### src/rtl/spi_master_ctrl.sv
// SPI mode-0 master: one register write/read command per frame, 16-bit MSB-first
// frames on sclk/mosi/ss, and the last data bits of miso returned on a response strobe.
module spi_master_ctrl #(
  parameter int CLK_DIV     = 2,
  parameter int ADDR_WIDTH  = 7,
  parameter int PDATA_WIDTH = 8
) (
  input  logic                   clk,
  input  logic                   resetn,
  input  logic                   cmd_valid,
  output logic                   cmd_ready,
  input  logic                   cmd_write,
  input  logic [ADDR_WIDTH-1:0]  cmd_addr,
  input  logic [PDATA_WIDTH-1:0] cmd_wdata,
  output logic                   rsp_valid,
  output logic [PDATA_WIDTH-1:0] rsp_rdata,
  output logic                   busy,
  output logic                   sclk,
  output logic                   mosi,
  input  logic                   miso,
  output logic                   ss,
  output logic [2:0]             dbg_state
);

  localparam int FRAME = 1 + ADDR_WIDTH + PDATA_WIDTH;
  localparam int HCW   = (CLK_DIV > 1) ? $clog2(CLK_DIV) : 1;
  localparam int BCW   = $clog2(FRAME);
  localparam logic [HCW-1:0] HC_MAX   = HCW'(CLK_DIV - 1);
  localparam logic [BCW-1:0] BIT_LAST = BCW'(FRAME - 1);

  typedef enum logic [2:0] {
    S_IDLE  = 3'd0,
    S_LEAD  = 3'd1,
    S_SHIFT = 3'd2,
    S_TRAIL = 3'd3,
    S_GAP   = 3'd4
  } state_t;

  state_t                 state_q, state_d;
  logic [HCW-1:0]         hc_q, hc_d;
  logic [BCW-1:0]         bit_q, bit_d;
  logic                   phase_q, phase_d;
  logic [FRAME-1:0]       tx_q, tx_d;
  logic [PDATA_WIDTH-1:0] rx_q, rx_d;
  logic                   sclk_q, sclk_d;
  logic                   ss_q, ss_d;
  logic                   rsp_valid_q, rsp_valid_d;
  logic [PDATA_WIDTH-1:0] rsp_rdata_q, rsp_rdata_d;

  logic                   accept;
  logic                   step;
  logic [FRAME-1:0]       cmd_frame;

  // Handshake: a command is taken on any rising edge where cmd_valid && cmd_ready;
  // cmd_ready is high only in IDLE, and inputs are sampled on that edge alone.
  assign accept    = cmd_valid && (state_q == S_IDLE);
  assign step      = (hc_q == HC_MAX);
  assign cmd_frame = {cmd_write, cmd_addr, cmd_write ? cmd_wdata : {PDATA_WIDTH{1'b0}}};

  always_comb begin
    state_d     = state_q;
    hc_d        = step ? '0 : hc_q + 1'b1;
    bit_d       = bit_q;
    phase_d     = phase_q;
    tx_d        = tx_q;
    rx_d        = rx_q;
    sclk_d      = sclk_q;
    ss_d        = ss_q;
    rsp_valid_d = 1'b0;
    rsp_rdata_d = rsp_rdata_q;
    case (state_q)
      S_IDLE: begin
        hc_d = '0;
        if (accept) begin
          tx_d    = cmd_frame;
          ss_d    = 1'b0;
          state_d = S_LEAD;
        end
      end
      S_LEAD: begin
        if (step) begin
          bit_d   = '0;
          phase_d = 1'b0;
          state_d = S_SHIFT;
        end
      end
      S_SHIFT: begin
        if (step) begin
          if (!phase_q) begin
            sclk_d  = 1'b1;
            rx_d    = {rx_q[PDATA_WIDTH-2:0], miso};
            phase_d = 1'b1;
          end else begin
            // mosi is the frame MSB, so shifting on the fall presents the next bit
            sclk_d  = 1'b0;
            tx_d    = {tx_q[FRAME-2:0], 1'b0};
            phase_d = 1'b0;
            bit_d   = bit_q + 1'b1;
            if (bit_q == BIT_LAST) state_d = S_TRAIL;
          end
        end
      end
      S_TRAIL: begin
        if (step) begin
          sclk_d  = 1'b0;
          tx_d    = '0;
          ss_d    = 1'b1;
          state_d = S_GAP;
        end
      end
      S_GAP: begin
        if (step) begin
          rsp_valid_d = 1'b1;
          rsp_rdata_d = rx_q;
          state_d     = S_IDLE;
        end
      end
      default: begin
        state_d = S_IDLE;
        ss_d    = 1'b1;
        sclk_d  = 1'b0;
        tx_d    = '0;
      end
    endcase
  end

  always_ff @(posedge clk or negedge resetn) begin
    if (!resetn) begin
      state_q     <= S_IDLE;
      hc_q        <= '0;
      bit_q       <= '0;
      phase_q     <= 1'b0;
      tx_q        <= '0;
      rx_q        <= '0;
      sclk_q      <= 1'b0;
      ss_q        <= 1'b1;
      rsp_valid_q <= 1'b0;
      rsp_rdata_q <= '0;
    end else begin
      state_q     <= state_d;
      hc_q        <= hc_d;
      bit_q       <= bit_d;
      phase_q     <= phase_d;
      tx_q        <= tx_d;
      rx_q        <= rx_d;
      sclk_q      <= sclk_d;
      ss_q        <= ss_d;
      rsp_valid_q <= rsp_valid_d;
      rsp_rdata_q <= rsp_rdata_d;
    end
  end

  assign cmd_ready = (state_q == S_IDLE);
  assign busy      = ~cmd_ready;
  assign sclk      = sclk_q;
  assign mosi      = tx_q[FRAME-1];
  assign ss        = ss_q;
  assign rsp_valid = rsp_valid_q;
  assign rsp_rdata = rsp_rdata_q;
  assign dbg_state = state_q;

endmodule

### config.mk
export PLATFORM = sky130hd
export DESIGN_NAME = spi_master_ctrl
export DESIGN_NICKNAME = d
export VERILOG_FILES = /design/src/rtl/spi_master_ctrl.sv
export SDC_FILE = /design/constraint.sdc
export NUM_CORES = 1
export LEC_CHECK = 0
export BUFFER_PORTS_ARGS = -buffer_cell sky130_fd_sc_hd__buf_2
export CAP_MARGIN = 20
export CORE_MARGIN = 5
export CORE_UTILIZATION = 40
export DETAILED_ROUTE_END_ITERATION = 10
export GPL_TIMING_DRIVEN = 0
export HOLD_SLACK_MARGIN = 0.12
export PLACE_DENSITY_LB_ADDON = 0.05
export SETUP_SLACK_MARGIN = 0.05
export SYNTH_ARGS = -nofsm -noshare
export SYNTH_HDL_FRONTEND = slang
export SYNTH_SLANG_ARGS = --single-unit
### constraint.sdc
create_clock -name clk -period 4.25 [get_ports clk]
set_input_delay 1.0625 -clock clk [delete_from_list [all_inputs] [get_ports clk]]
set_output_delay 1.0625 -clock clk [all_outputs]
set_load 0.005 [all_outputs]
Word level (Yosys, flattened, before mapping)
Cells that the tools add are included.
{ "word_totals": {"out_inout_bits": 17, "in_bits": 20, "wordCells": 73, "regBits": 44} }
{ "classes": {"n_addsub": 2, "n_eq_ne": 12, "n_mux": 30, "n_reduce_logical": 14, "n_bitwise": 5} }
{ "ops": {"columns": ["cell", "n"], "rows": [
  ["two-way mux 16 bit", 4],
  ["case mux 16 bit (4 select lines)", 1],
  ["two-way mux 3 bit", 7],
  ["case mux 3 bit (5 select lines)", 1],
  ["two-way mux 4 bit", 3],
  ["inequality test 2 bit (second input constant)", 6],
  ["AND reduction 3 bit", 4],
  ["two-way mux 1 bit", 9],
  ["two-way mux 8 bit", 1],
  ["case mux 4 bit (2 select lines)", 1],
  ["AND reduction 7 bit", 1],
  ["equality test 3 x 2 -> 1 bit (second input constant)", 2],
  ["case mux 1 bit (3 select lines)", 2],
  ["OR reduction 3 bit", 2],
  ["NOT 1 bit", 5],
  ["AND reduction 5 bit", 1],
  ["adder 4 x 1 -> 4 bit (second input constant)", 1],
  ["equality test 4 bit (second input constant)", 1],
  ["AND reduction 4 bit", 1],
  ["equality test 3 x 1 -> 1 bit (second input constant)", 1],
  ["equality test 3 bit (second input constant)", 1],
  ["zero test 3 bit", 1],
  ["inequality test 2 x 1 -> 1 bit (second input constant)", 1],
  ["case mux 1 bit (2 select lines)", 1],
  ["5 further kinds", 5]
]} }

Logic depth before layout (Yosys ltp)
Gate-level depths: netlist of run 1.
{ "logic_depth": {"word_depth": 5, "mapped_depth": 6} }

Least setup slack after synthesis of run 1
Ideal clock, no wire load.
{ "synth_path": {"path_kind": "register -> output", "start": "reg state_q[1], in the netlist dbg_state[1]", "end": "out busy", "n_path_buf": 2, "path_slack_ns": 2.014, "arrival_time_ns": 1.173, "path_stages_with_launch": 5, "path_cell_list": "dfrtp_1 > buf_2 > nor3_1 > clkbuf_1 > inv_1"} }
{ "synth_via": {"elab_chain_cells": 2} }
{ "synth_lines": {"columns": ["element", "line", "source"], "rows": [
  ["from (decl)", "39", "state_t state_q, state_d;"],
  ["from (signal assigned)", "140", "state_q <= state_d;"],
  ["zero test 3 bit", "153", "assign cmd_ready = (state_q == S_IDLE);"],
  ["net cmd_ready", "11", "output logic cmd_ready,"],
  ["NOT 1 bit", "154", "assign busy = ~cmd_ready;"],
  ["to (decl)", "17", "output logic busy,"]
]} }
The timed path passes the listed nets, and every way through them passes these cells.

Worst setup path after layout of run 1
{ "layout_path": {"start": "reg state_q[1], in the netlist dbg_state[1]", "end": "out busy"} }
{ "layout_via": {"elab_chain_cells": 2} }
{ "layout_lines": {"columns": ["element", "line"], "rows": [
  ["zero test 3 bit", "153"],
  ["NOT 1 bit", "154"]
]} }
Every way passes these cells.

==> results of run 1 <==
layer usage:
metal  global-route usage, %  vias to the layer above
met1                    20.3                      734
met3                    4.31                        4
met2                    21.7                       37
met5                       0                        -
li1                        -                      713
met4                    4.30                        0
critical path, cell delays in order, from the launching register on:
cell	delay [ns]
dfrtp_1	0.38
buf_2	0.17
nor3_1	0.32
clkbuf_1	0.41
inv_1	0.07
buf_2	0.14
registers in the layout (all words and copies together), names as in the netlist:
register   count
rx_q           8
ss             1
rsp_rdata      8
hc_q           1
sclk           1
phase_q        1
bit_q          4
tx_q          16
dbg_state      3
rsp_valid      1
kinds of logic after synthesis:
group | Yosys count | synth area share [%]
compound gates | 51 | 16.9
xor+xnor | 1 | 0.458
fa+ha+maj | 1 | 0.654
buf+inv | 14 | 3.14
flops | 44 | 57.7
mux | 16 | 9.42
simple gates | 48 | 11.8
worst paths after layout:
check / end / slack [ns] / start
worst min-delay path: tx_q[13]$_DFFE_PN0P_ / 0.49 / tx_q[13]$_DFFE_PN0P_
max in group asynchronous: ss$_DFFE_PN1P_ / 2.98 / resetn
worst max-delay path: busy / 1.41 / dbg_state[1]$_DFFE_PN0P_
worst min register to register: tx_q[13]$_DFFE_PN0P_ / 0.49 / tx_q[13]$_DFFE_PN0P_
min in group asynchronous: rx_q[7]$_DFFE_PN0P_ / 0.72 / resetn
worst max register to register: tx_q[6]$_DFFE_PN0P_ / 2.16 / hc_q$_DFF_PN0_
cell usage in the layout, fill, tap and decap left out, types with 2 or more instances in the layout:
cell type / netlist / final
clkbuf_8: 0 / 5
nand2_1: 25 / 25
nand2b_1: 2 / 2
o22ai_1: 2 / 2
nand3b_1: 2 / 2
nor3_1: 4 / 4
clkbuf_1: 4 / 5
and3_1: 2 / 2
a21oi_1: 4 / 4
dfrtp_1: 43 / 43
a22oi_1: 14 / 14
nand3_1: 3 / 3
mux2_2: 16 / 16
o21ai_0: 21 / 21
nor2_1: 5 / 5
a21o_1: 5 / 5
inv_1: 3 / 3
buf_2: 6 / 42
synthesized netlist by cell type (all sizes together):
cell	n
a211oi	1
a21boi	1
a21o	5
a21oi	4
a222oi	1
a22oi	14
and2	1
and3	2
and4	1
buf	7
clkbuf	4
dfrtp	43
dfstp	1
ha	1
inv	3
mux2	16
nand2	25
nand2b	2
nand3	3
nand3b	2
nor2	5
nor2b	1
nor3	4
nor4b	1
o21ai	21
o21bai	1
o22ai	2
o311a	1
or4	1
xnor2	1
through the flow:
step | util, % | setup WS (ns) | instances | instance area, sq um
6_report | 48.1 | 1.41 | 273 | 2260
3_3_place_gp | 46.0 | 1.73 | 265 | 2160
3_5_place_dp | 46.0 | 1.66 | 265 | 2160
5_1_grt | 48.1 | 1.24 | 273 | 2260
2_1_floorplan | - | 2.01 | 175 | 1910
4_1_cts | 47.7 | 1.41 | 272 | 2240
where the power goes:
part	internal [mW]	switching [mW]	leakage (nW)
clock	0.112	0.129	0.0410
combinational	0.255	0.360	0.488
sequential	0.564	0.0916	0.585
total	0.931	0.581	1.11
layout make-up:
| class | instances | area share (%) |
|---|---|---|
| sequential | 44 | 48.8 |
| multi-input combinational | 117 | 33.2 |
| clock buffer | 6 | 3.22 |
| timing repair buffer | 37 | 8.87 |
| buffer | 11 | 2.16 |
| inverter | 3 | 0.499 |
| tap | 54 | 2.99 |
| clock inverter | 1 | 0.222 |
==> flow_summary.yaml, run 1 <==
drt:
  wirelength_mm: 4.13
  drc: 0
  wl_met3_um: 169
  wl_per_cell_um: 15.1
  viasPerCell: 5.45
  first_pass_iters: 4
  top_layer: "met4"
  vias: 1488
  met2_length_mm: 1.97
  drt_iter0_drc: 105
  ant_nets: 0
  drt-met1-wl_mm: 1.96
timing:
  post-route-min-period_ns: 2.84
  final.setup.tns_ns: 0
  setup_viol: 0
  drv_slew: 0
  rsz0062_at_grt: "false"
  fin_skew_ns: 0.00597
  worst_pin_slew_ns: 0.807
  fmax_mhz: 352
  relSlewSlack_pct: 46.2
  whs_ns: 0.491
  fin_crit_sh_pct: 66.9
  finalHoldViolations: 0
pwr:
  power_mw: 1.51
  ir_drop_mv: 0.272
  power_density_nw_per_um2: 670
  leakagePower_nw: 1.11
floorplan:
  die_w_um: 79.1
  start_util_pct: 40.7
  core_sq_um: 4690
  num_io_pins: 37
  die_area_sq_um: 6260
  die_y_um: 79.1
  rows: 25
yosys:
  synth_cells: 175
  syn_area_per_cell_sq_um: 10.9
  yosys-top-cells-area: "dfrtp_1 (56%), mux2_2 (9.4%), a22oi_1 (5.5%)"
  synth_nets: 196
  syn_area_sq_um: 1910
  ys_seq_area_share_pct: 57.7
  ys_ff_latch: 44
  ys_types: 31
  yosys.area.top_type: "dfrtp_1"
  yosys_warnings: 0
  yosysTopAreaCellShare_pct: 56.3
finish:
  multi_input_area_sq_um: 749
  insertedDiodeCount: 0
  fin_nets: 240
  fillers: 465
  drive_gt1_share_pct: 30.1
  regArea_sq_um: 1100
  area_growth_pct: 18.1
clocking:
  cts.clk_slew.worst_paths_ns: 0.08
  clock_latency_ns: 0.29
  cts_made_buffers: 5
  cts_setup_buffers: 0
  clockRootBuffer: "clkbuf_8"
  tritoncts: "built"
  cts_buffer_depth: 2
  htreeDepth: 2
  cts_sinks: 44
  ctsResizeCount: 0
  hold_buffers: 0
worst_setup_path:
  ff2ff_path_depth: 6
  cp.arrival_ns: 1.78
  endpoint_kind: "output pin"
  path_class: "register to output pin"
  critPathRequiredTime_ns: 3.19
  start_kind: "register"
  crit_fanout: 10
place:
  port_buffers: 36
  gp_congestion: 0.795
  dp_hpwl_mm: 2.92
grt:
  grt_pass1_wl_mm: 7.13
  track_usage_pct: 14.5
  overflow: 0
  grt_max_degree: 45
  antenna_found_initial: 0
  grt_pass1_vias: 1506
outcome:
  status: "completed"
flow_run:
  cap_viol_max_count: 0
worst_hold_path:
  hold_class: "register to register"
  whs_path_depth: 2
(Power assumes the default switching activity.)
==> run 2: changes to the inputs <==
ABC_AREA = 1   (was not set)
clock period = 2.46 ns   (was 4.25 ns; I/O delays follow)
==> flow_summary.yaml, run 2 <==
yosys:
  synth_nets: 286
  yosys.area.top_type: "dfrtp_1"
  yosys_warnings: 0
  syn_area_per_cell_sq_um: 8.26
  netlist_top_cells_count: "nand2_1 (111), dfrtp_1 (43), nand3_1 (26)"
  synth_edf_count: 0
  synthArstFlopShare_pct: 100
  synthFlopType: "dfrtp_1"
  yosysTopAreaCellShare_pct: 49.1
  ys_seq_area_share_pct: 50.3
  synth_cells: 265
  syn_area_sq_um: 2190
  post-synth-top-count-cell: "nand2_1"
  yosys-top-cells-area: "dfrtp_1 (49%), nand2_1 (19%), nand3_1 (5.9%)"
  ys_types: 27
  ys_ff_latch: 44
grt:
  antenna_found_initial: 0
  grt_max_degree: 45
  overflow: 0
  grt_pass1_vias: 1840
  grt_pass1_wl_mm: 8.31
  track_usage_pct: 14.4
finish:
  top_register: "tx_q"
  largest_register_ffs: 16
  insertedDiodeCount: 0
  area_growth_pct: 18.3
  final_cell_mix: "nand2_1 (111), dfrtp_1 (43), buf_2 (38), nand3_1 (26), inv_1 (17)"
  finalCoreUtilization_pct: 47.9
  fin_nets: 330
  fin_cells: 382
  fin_area_sq_um: 2590
  drive_gt1_share_pct: 24.2
  layout_commonest_cell: "nand2_1"
floorplan:
  die_y_um: 84.0
  core_sq_um: 5410
  start_util_pct: 40.5
  rows: 27
  num_io_pins: 37
  die_area_sq_um: 7050
  die_w_um: 84.0
worst_setup_path:
  critPathRequiredTime_ns: 1.85
  cp-startpoint: "dbg_state[0]$_DFFE_PN0P_"
  endpoint_kind: "output pin"
  crit_fanout: 9
  cp.arrival_ns: 1.57
  reg2reg_from: "dbg_state[0]$_DFFE_PN0P_"
  path_class: "register to output pin"
  start_kind: "register"
drt:
  vias: 1774
  wl_per_cell_um: 12.0
  drc: 0
  viasPerCell: 4.64
  first_pass_iters: 4
  wirelength_mm: 4.59
  drt_iter0_drc: 136
  ant_nets: 0
timing:
  worst_pin_slew_ns: 0.482
  whs_ns: 0.275
  fmax_mhz: 457
  final.setup.tns_ns: 0
  rsz0062_at_grt: "false"
  drv_slew: 0
  fin_skew_ns: 0.00664
  post-route-min-period_ns: 2.19
  relSlewSlack_pct: 67.8
  finalHoldViolations: 0
  setup_viol: 0
  fin_ws_ns: 0.273
  fin_crit_sh_pct: 88.9
clocking:
  cts.clk_slew.worst_paths_ns: 0.08
  htreeDepth: 2
  ctsResizeCount: 0
  cts_setup_buffers: 0
  clock_latency_ns: 0.29
  clockRootBuffer: "clkbuf_8"
  cts_buffer_depth: 2
  tritoncts: "built"
  hold_buffers: 0
  cts_sinks: 44
  cts_made_buffers: 5
pwr:
  ir_drop_mv: 0.533
  power_density_nw_per_um2: 1260
  leakagePower_nw: 1.41
  power_mw: 3.27
place:
  dp_hpwl_mm: 3.26
  detailedPlace.worstSlack_ns: 0.598
  gp_congestion: 0.764
  dp_cells: 373
  post_dp_cell_area_sq_um: 2460
  port_buffers: 36
worst_hold_path:
  hold_class: "primary input to asynchronous set/reset pin"
flow_run:
  cap_viol_max_count: 0
outcome:
  status: "completed"
-- run 2: cell count changes after synthesis, moves of 6 or more --
| cell | delta |
|---|---|
| nand2_1 | +86 |
| nand3_1 | +23 |
| mux2_2 | -16 |
| a22oi_1 | -14 |
| inv_1 | +14 |
| o21ai_0 | -11 |
| o21ai_1 | +10 |
| nor2_1 | +6 |
-- run 2: final cells by class --
class,count,area [sq um]
Multi-Input combinational cell,192,941
Clock inverter,3,42.5
Tap cell,72,90.1
Timing Repair Buffer,37,200
Clock buffer,5,68.8
Buffer,8,62.6
Sequential cell,44,1100
Fill cell,560,2810
Inverter,21,83.8
-- run 2: critical path: stages (launching register included) --
cell and delay, ns:
dfrtp_1 0.53, nor2_8 0.28, nand2_4 0.15, inv_2 0.18, buf_2 0.14
-- run 2: routing by layer --
| layer | vias up | part of all wire, % | GRT usage [%] | wire (um) |
|---|---|---|---|---|
| li1 | 922 | - | - | - |
| met1 | 814 | 46 | 19.3 | 2120 |
| met2 | 34 | 48 | 22.5 | 2200 |
| met3 | 4 | 4.8 | 4.15 | 222 |
| met4 | 0 | 0.98 | 4.09 | 45 |
| met5 | - | 0 | 0 | 0 |
-- run 2: logic make-up after synthesis --
kind of cell    after synthesis  synth area share (%)
xor+xnor                      1                 0.400
flops                        44                  50.3
fa+ha+maj                     1                 0.571
compound gates               24                  5.89
buf+inv                      29                  6.69
simple gates                166                  36.1
-- run 2: final timing paths --
check / end / slack (ns) / depth (start not counted)
min in group clk: ss$_DFFE_PN1P_ / 0.46 / 2
worst max register to register: tx_q[14]$_DFFE_PN0P_ / 0.90 / 8
max in group asynchronous: ss$_DFFE_PN1P_ / 1.61 / 2
worst min-delay path: dbg_state[0]$_DFFE_PN0P_ / 0.27 / 1
worst max-delay path: cmd_ready / 0.27 / 4
worst min register to register: ss$_DFFE_PN1P_ / 0.46 / 2
-- run 2: where the power goes --
group	switching [mW]	internal, mW	leakage, nW
registers	0.155	0.952	0.584
clock network	0.244	0.300	0.0541
logic	1.04	0.579	0.777
